[config.mk]
export PLATFORM = sky130hd
export DESIGN_NAME = vga_draw_engine
export DESIGN_NICKNAME = d
export VERILOG_FILES = /design/src/rtl/draw_pkg.sv /design/src/rtl/pixel_sweep.sv /design/src/rtl/vga_draw_engine.sv
export SDC_FILE = /design/constraint.sdc
export NUM_CORES = 1
export LEC_CHECK = 0
export ABC_AREA = 1
export CORE_MARGIN = 2
export CORE_UTILIZATION = 31
export DETAILED_ROUTE_END_ITERATION = 6
export GPL_TIMING_DRIVEN = 0
export PLACE_DENSITY = 0.57
export RECOVER_POWER = 25
export SLEW_MARGIN = 20
export SYNTH_ARGS = -nofsm -noshare
export SYNTH_HDL_FRONTEND = slang
export SYNTH_SLANG_ARGS = --single-unit
[constraint.sdc]
create_clock -name clk -period 2.1 [get_ports clk]
set_input_delay 0.21 -clock clk [delete_from_list [all_inputs] [get_ports clk]]
set_output_delay 0.21 -clock clk [all_outputs]
set_load 0.03 [all_outputs]
[src/rtl/draw_pkg.sv]
// Shared constants and FSM state type for the VGA draw engine.
package draw_pkg;

  localparam int unsigned SCREEN_W = 160;
  localparam int unsigned SCREEN_H = 120;
  localparam int unsigned BLOCK    = 4;
  localparam int unsigned GRID_W   = SCREEN_W / BLOCK;
  localparam int unsigned GRID_H   = SCREEN_H / BLOCK;
  localparam int unsigned BLOCK_LOG = $clog2(BLOCK);

  localparam logic [2:0] BLACK = 3'b000;
  localparam logic [2:0] RED   = 3'b100;
  localparam logic [2:0] GREEN = 3'b010;
  localparam logic [2:0] BLUE  = 3'b001;
  localparam logic [2:0] WHITE = 3'b111;

  typedef enum logic [1:0] {
    ST_IDLE,
    ST_BLOCK,
    ST_CLEAR,
    ST_FINISH
  } draw_state_e;

endpackage

[src/rtl/pixel_sweep.sv]
// 2-D raster counter: walks a width x height rectangle from a base point,
// x fastest, holding absolute coordinates in registers.
module pixel_sweep (
  input  logic       clk_i,
  input  logic       reset_i,
  input  logic       load_i,
  input  logic [7:0] base_x_i,
  input  logic [6:0] base_y_i,
  input  logic [7:0] width_i,
  input  logic [6:0] height_i,
  input  logic       step_i,
  output logic [7:0] x_o,
  output logic [6:0] y_o,
  output logic       last_o
);

  logic [7:0] x_q, x_d, bx_q, bx_d, ox_q, ox_d, w_q, w_d;
  logic [6:0] y_q, y_d, oy_q, oy_d, h_q, h_d;
  logic       row_end;

  assign row_end = (ox_q == w_q - 8'd1);
  assign last_o  = row_end && (oy_q == h_q - 7'd1);
  assign x_o     = x_q;
  assign y_o     = y_q;

  always_comb begin
    x_d  = x_q;
    y_d  = y_q;
    bx_d = bx_q;
    ox_d = ox_q;
    oy_d = oy_q;
    w_d  = w_q;
    h_d  = h_q;
    if (load_i) begin
      x_d  = base_x_i;
      y_d  = base_y_i;
      bx_d = base_x_i;
      ox_d = '0;
      oy_d = '0;
      w_d  = width_i;
      h_d  = height_i;
    end else if (step_i) begin
      if (row_end) begin
        ox_d = '0;
        x_d  = bx_q;
        oy_d = oy_q + 7'd1;
        y_d  = y_q + 7'd1;
      end else begin
        ox_d = ox_q + 8'd1;
        x_d  = x_q + 8'd1;
      end
    end
  end

  always_ff @(posedge clk_i) begin
    if (reset_i) begin
      x_q  <= '0;
      y_q  <= '0;
      bx_q <= '0;
      ox_q <= '0;
      oy_q <= '0;
      w_q  <= '0;
      h_q  <= '0;
    end else begin
      x_q  <= x_d;
      y_q  <= y_d;
      bx_q <= bx_d;
      ox_q <= ox_d;
      oy_q <= oy_d;
      w_q  <= w_d;
      h_q  <= h_d;
    end
  end

endmodule

[src/rtl/vga_draw_engine.sv]
// Expands block-draw / full-clear commands into a one-pixel-per-clock plot
// stream for the vga_adapter (160x120, 3-bit colour).
module vga_draw_engine
  import draw_pkg::*;
(
  input  logic       clk,
  input  logic       reset,
  input  logic       req_valid,
  output logic       req_ready,
  input  logic       req_clear,
  input  logic [5:0] req_cell_x,
  input  logic [4:0] req_cell_y,
  input  logic [2:0] req_colour,
  output logic [7:0] x,
  output logic [6:0] y,
  output logic [2:0] colour,
  output logic       plot,
  output logic       busy,
  output logic       done
);

  draw_state_e state_q;
  logic [2:0]  colour_q;
  logic        plot_q, done_q;

  logic       hs, in_range, sweep_load, sweep_step, sweep_last;
  logic [7:0] base_x, width;
  logic [6:0] base_y, height;

  assign req_ready  = (state_q == ST_IDLE) && !reset;
  assign hs         = req_valid && req_ready;
  assign in_range   = (req_cell_x < 6'(GRID_W)) && (req_cell_y < 5'(GRID_H));
  assign sweep_load = hs && (req_clear || in_range);
  assign sweep_step = ((state_q == ST_BLOCK) || (state_q == ST_CLEAR)) && !sweep_last;

  assign base_x = req_clear ? '0 : (8'(req_cell_x) << BLOCK_LOG);
  assign base_y = req_clear ? '0 : (7'(req_cell_y) << BLOCK_LOG);
  assign width  = req_clear ? 8'(SCREEN_W) : 8'(BLOCK);
  assign height = req_clear ? 7'(SCREEN_H) : 7'(BLOCK);

  // The sweep is loaded on the handshake edge so pixel 0 is already on x/y
  // in the cycle plot first rises; it then steps once per plotted pixel.
  pixel_sweep u_sweep (
    .clk_i    (clk),
    .reset_i  (reset),
    .load_i   (sweep_load),
    .base_x_i (base_x),
    .base_y_i (base_y),
    .width_i  (width),
    .height_i (height),
    .step_i   (sweep_step),
    .x_o      (x),
    .y_o      (y),
    .last_o   (sweep_last)
  );

  assign colour = colour_q;
  assign plot   = plot_q;
  assign done   = done_q;
  assign busy   = (state_q != ST_IDLE);

  always_ff @(posedge clk) begin
    if (reset) begin
      state_q  <= ST_IDLE;
      colour_q <= '0;
      plot_q   <= 1'b0;
      done_q   <= 1'b0;
    end else begin
      case (state_q)
        ST_IDLE: begin
          plot_q <= 1'b0;
          done_q <= 1'b0;
          if (hs) begin
            if (req_clear || in_range) begin
              state_q  <= req_clear ? ST_CLEAR : ST_BLOCK;
              colour_q <= req_colour;
              plot_q   <= 1'b1;
            end else begin
              state_q <= ST_FINISH;
              done_q  <= 1'b1;
            end
          end
        end
        ST_BLOCK, ST_CLEAR: begin
          if (sweep_last) begin
            state_q <= ST_FINISH;
            plot_q  <= 1'b0;
            done_q  <= 1'b1;
          end else begin
            plot_q <= 1'b1;
          end
        end
        ST_FINISH: begin
          state_q <= ST_IDLE;
          plot_q  <= 1'b0;
          done_q  <= 1'b0;
        end
        default: begin
          state_q <= ST_IDLE;
          plot_q  <= 1'b0;
          done_q  <= 1'b0;
        end
      endcase
    end
  end

endmodule
==> results of run 1 <==
-- layout make-up --
| cell class | instances | area, um2 | share of cell area |
|---|---|---|---|
| Clock buffer | 7 | 86.33 | 0.02491 |
| Sequential cell | 45 | 904.6 | 0.2610 |
| Tap cell | 108 | 135.1 | 0.03899 |
| Clock inverter | 1 | 30.03 | 0.008664 |
| Timing Repair Buffer | 40 | 397.9 | 0.1148 |
| Inverter | 57 | 219.0 | 0.06318 |
| Buffer | 11 | 80.08 | 0.02310 |
| Multi-Input combinational cell | 314 | 1613 | 0.4653 |
-- tightest hold or removal path, stage by stage (launching register included) --
cell and delay [ps]:
dfxtp_1 310, inv_1 60, o21ai_1 60
-- per-stage QoR --
stage	instance area, um2	power (mW)
final	3466	3.273
after global routing	3466	3.535
after CTS	3441	3.306
after detailed placement	3306	2.597
after global placement	3306	2.593
after floorplan	2780	2.145
-- synth_stat cells, types with 4 or more instances --
| master | instances | area share |
|---|---|---|
| nand2_1 | 121 | 0.16 |
| nor2_1 | 62 | 0.084 |
| inv_1 | 51 | 0.069 |
| dfxtp_1 | 45 | 0.32 |
| nand3_1 | 38 | 0.068 |
| a21oi_1 | 21 | 0.038 |
| xor2_1 | 17 | 0.054 |
| ha_1 | 9 | 0.041 |
| o21ai_0 | 9 | 0.016 |
| buf_2 | 7 | 0.013 |
| o21ai_1 | 6 | 0.011 |
| inv_2 | 4 | 0.0054 |
| nor3_1 | 4 | 0.0072 |
| xnor2_1 | 4 | 0.013 |
-- kinds of logic after synthesis --
family | count (synthesis) | synth area share
AND/OR/NAND/NOR | 243 | 0.3807
buffers and inverters | 68 | 0.1076
flip-flops | 45 | 0.3240
AO/OA/AOI/OAI | 41 | 0.08101
XOR/XNOR | 21 | 0.06615
adder cells (fa/ha/maj) | 9 | 0.04050
-- per-layer routing --
layer	track usage	wire length (um)	vias up	share of wire
met5	0	0	-	0
met4	0.03899	68	0	0.0098
met3	0.02979	203	4	0.029
met2	0.2407	3034	41	0.44
met1	0.2118	3650	1194	0.52
li1	-	-	1422	-
-- power breakdown --
group | total [mW] | switching (mW) | internal, mW
sequential | 1.10 | 0.113 | 0.987
clock | 0.697 | 0.309 | 0.388
combinational | 1.48 | 0.900 | 0.576
total | 3.27 | 1.32 | 1.95
-- timing repair --
action / in CTS / in global routing
endpoints found under the setup margin: 34 / 34
pin swaps: 1 / 2
buffers inserted: 1 / 0
resized for setup: 3 / 6
-- worst min-delay path by stage --
stage | from | to | slack (ps) | depth (start not counted)
floorplan | reset | plot | 280 | 1
global placement | u_sweep.bx_q[3] | u_sweep.bx_q[3] | 450 | 2
detailed placement | u_sweep.bx_q[5] | u_sweep.bx_q[5] | 460 | 2
CTS | u_sweep.bx_q[3] | u_sweep.bx_q[3] | 470 | 2
global route | u_sweep.ox_q[0] | u_sweep.ox_q[0] | 510 | 1
finish | u_sweep.bx_q[5] | u_sweep.bx_q[5] | 470 | 2
-- registers in the layout, summed over array words and instances (netlist names) --
register	count
u_sweep.ox_q	8
u_sweep.x_o	8
u_sweep.oy_q	7
u_sweep.y_o	7
u_sweep.bx_q	6
colour	3
state_q	2
u_sweep.h_q	2
done	1
plot	1
-- placed cells by master, fill, tap and decap left out, types with 6 or more instances in the layout --
master           count
nor2_1              60
a21oi_1             21
dfxtp_1             44
xor2_1              17
clkbuf_8             6
o21ai_0              9
dlygate4sd3_1       15
ha_1                 7
o21ai_1              6
buf_2                7
nand2_1            119
clkdlybuf4s50_1     24
inv_1               51
nand3_1             38
==> results.sh, run 1 <==
export IMPL_cp_startpoint="state_q[0]"
export IMPL_drcViolationCount=0
export IMPL_critPathArrivalTime_ps=1710
export IMPL_fmax_ghz=0.5219
export IMPL_vias_per_cell=4.564
export IMPL_dr_pass1_iters=4
export IMPL_grtUsageTotal=0.1516
export IMPL_critPathMostFrequentCell="inv_1"
export IMPL_slowest_delay_ps=670
export IMPL_synth_seq_area_share=0.3240
export IMPL_p_per_area_nw_per_um2=944.5
export IMPL_die_area_um2=9742
export IMPL_leakagePower_nw=1.576
export IMPL_die_y_um=98.70
export IMPL_slew_headroom=0.6804
export IMPL_clk_pin_slew_ps=90
export IMPL_gp_congestion=0.8403
export IMPL_path_delay_family="buffers and inverters"
export IMPL_diodes=0
export IMPL_synth_distinct_cells=33
export IMPL_avgRoutedWirePerCell_um=11.93
export IMPL_core_um2=8721
export IMPL_drive_gt1_frac=0.09263
export IMPL_endpoint="req_ready"
export IMPL_grt_overflow=0
export IMPL_io_pins=40
export IMPL_route_vias_total=2661
export IMPL_hold_viol_final=0
export IMPL_worstReg2RegEnd="u_sweep.ox_q[5]"
export IMPL_critical_path_class="reg2out"
export IMPL_status="finished clean"
export IMPL_hold_class="reg2reg"
export IMPL_insertion_delay_ps=310
export IMPL_crit_buf_inv=3
export IMPL_whs_ps=469.2
export IMPL_drv_slew=0
export IMPL_yosysWarnings=0
export IMPL_syn_avg_cell_area_um2=6.511
export IMPL_r2r_slack_ps=190
export IMPL_setup_viol=0
export IMPL_period_needed_ps=1916
export IMPL_die_w_um=98.70
export IMPL_ff2ff_path_depth=14
export IMPL_portBuffers=39
export IMPL_maxCapViolCount=0
export IMPL_r2r_start="u_sweep.h_q[2]"
export IMPL_area_growth_pct=24.66
export IMPL_synth_edf_count=0
export IMPL_dpl_cell_count=574
export IMPL_fin_cells=583
export IMPL_grt_max_degree=14
export IMPL_hold_buffers=0
export IMPL_synth_seq_cells=45
export IMPL_grt_pass1_vias=2552
export IMPL_fin_util=0.3974
export IMPL_post_route_period_util=0.9123
export IMPL_cts_sinks=45
export IMPL_postRouteAntennaNets=0
export IMPL_vdd_drop_max_uv=358.9
export IMPL_endpoint_kind="output pin"
export IMPL_antenna_found_initial=0
export IMPL_final_nets=501
export IMPL_drt_iter0_drc=101
export IMPL_syn_num_nets=454
export IMPL_wl_um=6956
export IMPL_dpl_worst_slack_ps=-237.4
export IMPL_setup_ws_ps=184.1
export IMPL_rsz0062_at_grt="false"
export IMPL_required_ps=1890
export IMPL_synth_flop_cell="dfxtp_1"
export IMPL_rows=34
export IMPL_worst_pin_slew_ps=479.4
export IMPL_slowest_stage="clkdlybuf4s50_1"
export IMPL_syn_inst=427
export IMPL_root_buffer="clkbuf_8"
export IMPL_htree_levels=2
export IMPL_postSynth_asyncResetShare=0
export IMPL_cp_depth=5
export IMPL_n_fill_cell=935
export IMPL_fin_skew_ps=5.426
export IMPL_syn_area_um2=2780
export IMPL_cts_buffer_depth=2
export IMPL_tritoncts="done"
export IMPL_floorplan_initialDensity=0.3188
export IMPL_grt_first_pass_wirelength_um=12040
export IMPL_tns_ps=0
export IMPL_dp_hpwl_um=5317
export IMPL_start_kind="flop"
export IMPL_crit_path_cell_trace="inv_1 > ha_1 > inv_1 > nor2_1 > clkdlybuf4s50_1"
export IMPL_cp_max_fo=3
export IMPL_cts_buffers=5
Power figures use the tool's default switching activity.
==> run 2, diff against run 1 <==
- ABC_CLOCK_PERIOD_IN_PS: default -> 2100
==> results of run 2 <==
Same layout as run 1: the final DEF is identical, and so are final timing and power.
==> run 3, diff against run 2 <==
- ABC_CLOCK_PERIOD_IN_PS: 2100 -> 2400
- clock period: 2.1 -> 2.4 ns (I/O delays scaled with it)
==> run 3 against run 2 <==
Net effect:
- total power is 13% lower
- sequential power is 13% lower
- global-route usage hardly changed
- first-iteration DRC count is 19% higher
- via count hardly changed
- worst hold slack hardly changed
- sequential share of layout area is 0.19 points higher
- critical path depth is 7 higher
- largest power group unchanged
==> results.sh, run 3 (synthesized netlist as in run 1, its figures left out) <==
export IMPL_clk_pin_slew_ps=90
export IMPL_ff2ff_path_depth=12
export IMPL_dp_hpwl_um=5317
export IMPL_status="finished clean"
export IMPL_crit_buf_inv=2
export IMPL_cts_setup_buffers=0
export IMPL_tns_ps=0
export IMPL_multi_input_area_um2=1588
export IMPL_antenna_found_initial=0
export IMPL_grt_overflow=0
export IMPL_diodes=0
export IMPL_cp_startpoint="u_sweep.h_q[2]"
export IMPL_placed_cell_area_um2=3306
export IMPL_drt_iter0_drc=120
export IMPL_dr_pass1_iters=4
export IMPL_r2r_slack_ps=240
export IMPL_r2r_start="u_sweep.h_q[2]"
export IMPL_drcViolationCount=0
export IMPL_root_buffer="clkbuf_8"
export IMPL_n_fill_cell=939
export IMPL_final_cell_area_um2=3431
export IMPL_power_total_mw=2.847
export IMPL_core_um2=8721
export IMPL_grt_pass1_vias=2548
export IMPL_postRouteAntennaNets=0
export IMPL_critPathArrivalTime_ps=2370
export IMPL_period_needed_ps=2156
export IMPL_cts_sinks=45
export IMPL_grt_max_degree=14
export IMPL_drv_slew=0
export IMPL_start_kind="flop"
export IMPL_final_common_cell="nand2_1"
export IMPL_gp_congestion=0.8403
export IMPL_tritoncts="done"
export IMPL_slowest_delay_ps=420
export IMPL_hold_viol_final=0
export IMPL_worstReg2RegEnd="u_sweep.y_o[6]"
export IMPL_portBuffers=39
export IMPL_floorplan_initialDensity=0.3188
export IMPL_crit_path_cell_trace="inv_1 > ha_1 > nand2_1 > nand2_1 > nor2_1 > nand2_1 > nor2_4 > nand3_4 > nand2_1 > nand3_1 > nand2_1 > inv_1"
export IMPL_worst_pin_slew_ps=480.7
export IMPL_final_cell_mix="nand2_1, nor2_1, inv_1, dfxtp_1, nand3_1"
export IMPL_post_route_period_util=0.8983
export IMPL_hold_buffers=0
export IMPL_vdd_drop_max_uv=313.5
export IMPL_hold_path_cell_count=2
export IMPL_grt_first_pass_wirelength_um=12030
export IMPL_path_delay_family="simple AND/OR/NAND/NOR gates"
export IMPL_cp_max_fo=8
export IMPL_hold_start="u_sweep.bx_q[5]"
export IMPL_rsz0062_at_grt="false"
export IMPL_maxCapViolCount=0
export IMPL_vias_per_cell=4.574
export IMPL_io_pins=40
export IMPL_die_w_um=98.70
export IMPL_critical_path_class="reg2reg"
export IMPL_grtUsageTotal=0.1514
export IMPL_cp_depth=12
export IMPL_setup_ws_ps=244.2
export IMPL_critPathMostFrequentCell="nand2_1"
export IMPL_hold_class="reg2reg"
export IMPL_htree_levels=2
export IMPL_die_area_um2=9742
export IMPL_slowest_stage="dfxtp_2"
export IMPL_fin_skew_ps=5.669
export IMPL_fmax_ghz=0.4639
export IMPL_setup_viol=0
export IMPL_cts_buffer_depth=2
export IMPL_area_growth_pct=23.40
export IMPL_endpoint_kind="flop"
export IMPL_dpl_worst_slack_ps=62.56
export IMPL_regArea_um2=902.1
export IMPL_slew_headroom=0.6796
export IMPL_p_per_area_nw_per_um2=829.8
export IMPL_drive_gt1_frac=0.07595
export IMPL_insertion_delay_ps=310
export IMPL_final_nets=500
export IMPL_rows=34
export IMPL_whs_ps=469.0
export IMPL_route_vias_total=2662
export IMPL_die_y_um=98.70
export IMPL_wl_um=6939
export IMPL_required_ps=2620
export IMPL_avgRoutedWirePerCell_um=11.92
export IMPL_endpoint="u_sweep.y_o[6]"
export IMPL_cts_buffers=5
export IMPL_leakagePower_nw=1.572
run 3: report_power, final:
| group | total [mW] | internal [mW] | switching (mW) |
|---|---|---|---|
| clock network | 0.608 | 0.340 | 0.268 |
| logic | 1.28 | 0.494 | 0.783 |
| registers | 0.962 | 0.863 | 0.0981 |
run 3: stage by stage:
stage	instances	util
2_1_floorplan	427	-
3_3_place_gp	574	0.3791
3_5_place_dp	574	0.3791
4_1_cts	582	0.3924
5_1_grt	582	0.3934
6_report	582	0.3934
run 3: final cells by class:
class / count / share of cell area
repair buffers: 39 / 0.1138
flip-flops and latches: 45 / 0.2629
well taps: 108 / 0.03939
multi-input cells: 314 / 0.4628
inverters: 57 / 0.06382
plain buffers: 11 / 0.02334
clock buffers: 7 / 0.02516
clock inverters: 1 / 0.008753
run 3: worst min-delay path by stage:
stage / to / slack [ps]
after floorplan: plot / 310
after global placement: u_sweep.bx_q[3] / 450
after detailed placement: u_sweep.bx_q[5] / 460
after CTS: u_sweep.bx_q[3] / 470
after global routing: u_sweep.ox_q[0] / 510
final: u_sweep.bx_q[5] / 470
run 3: worst min-delay path: stages, from the launching register on:
cell and delay, ps:
dfxtp_1 310, inv_1 60, o21ai_1 60
run 3: layer usage:
metal / wire length [um] / track usage
met1: 3539 / 0.2122
met2: 3014 / 0.2397
met3: 330 / 0.02979
met4: 55 / 0.03899
met5: 0 / 0
run 3: what timing repair did:
action	in CTS	in global routing
resized for setup	0	2
setup endpoints to repair	0	21
endpoints found under the hold margin	0	0
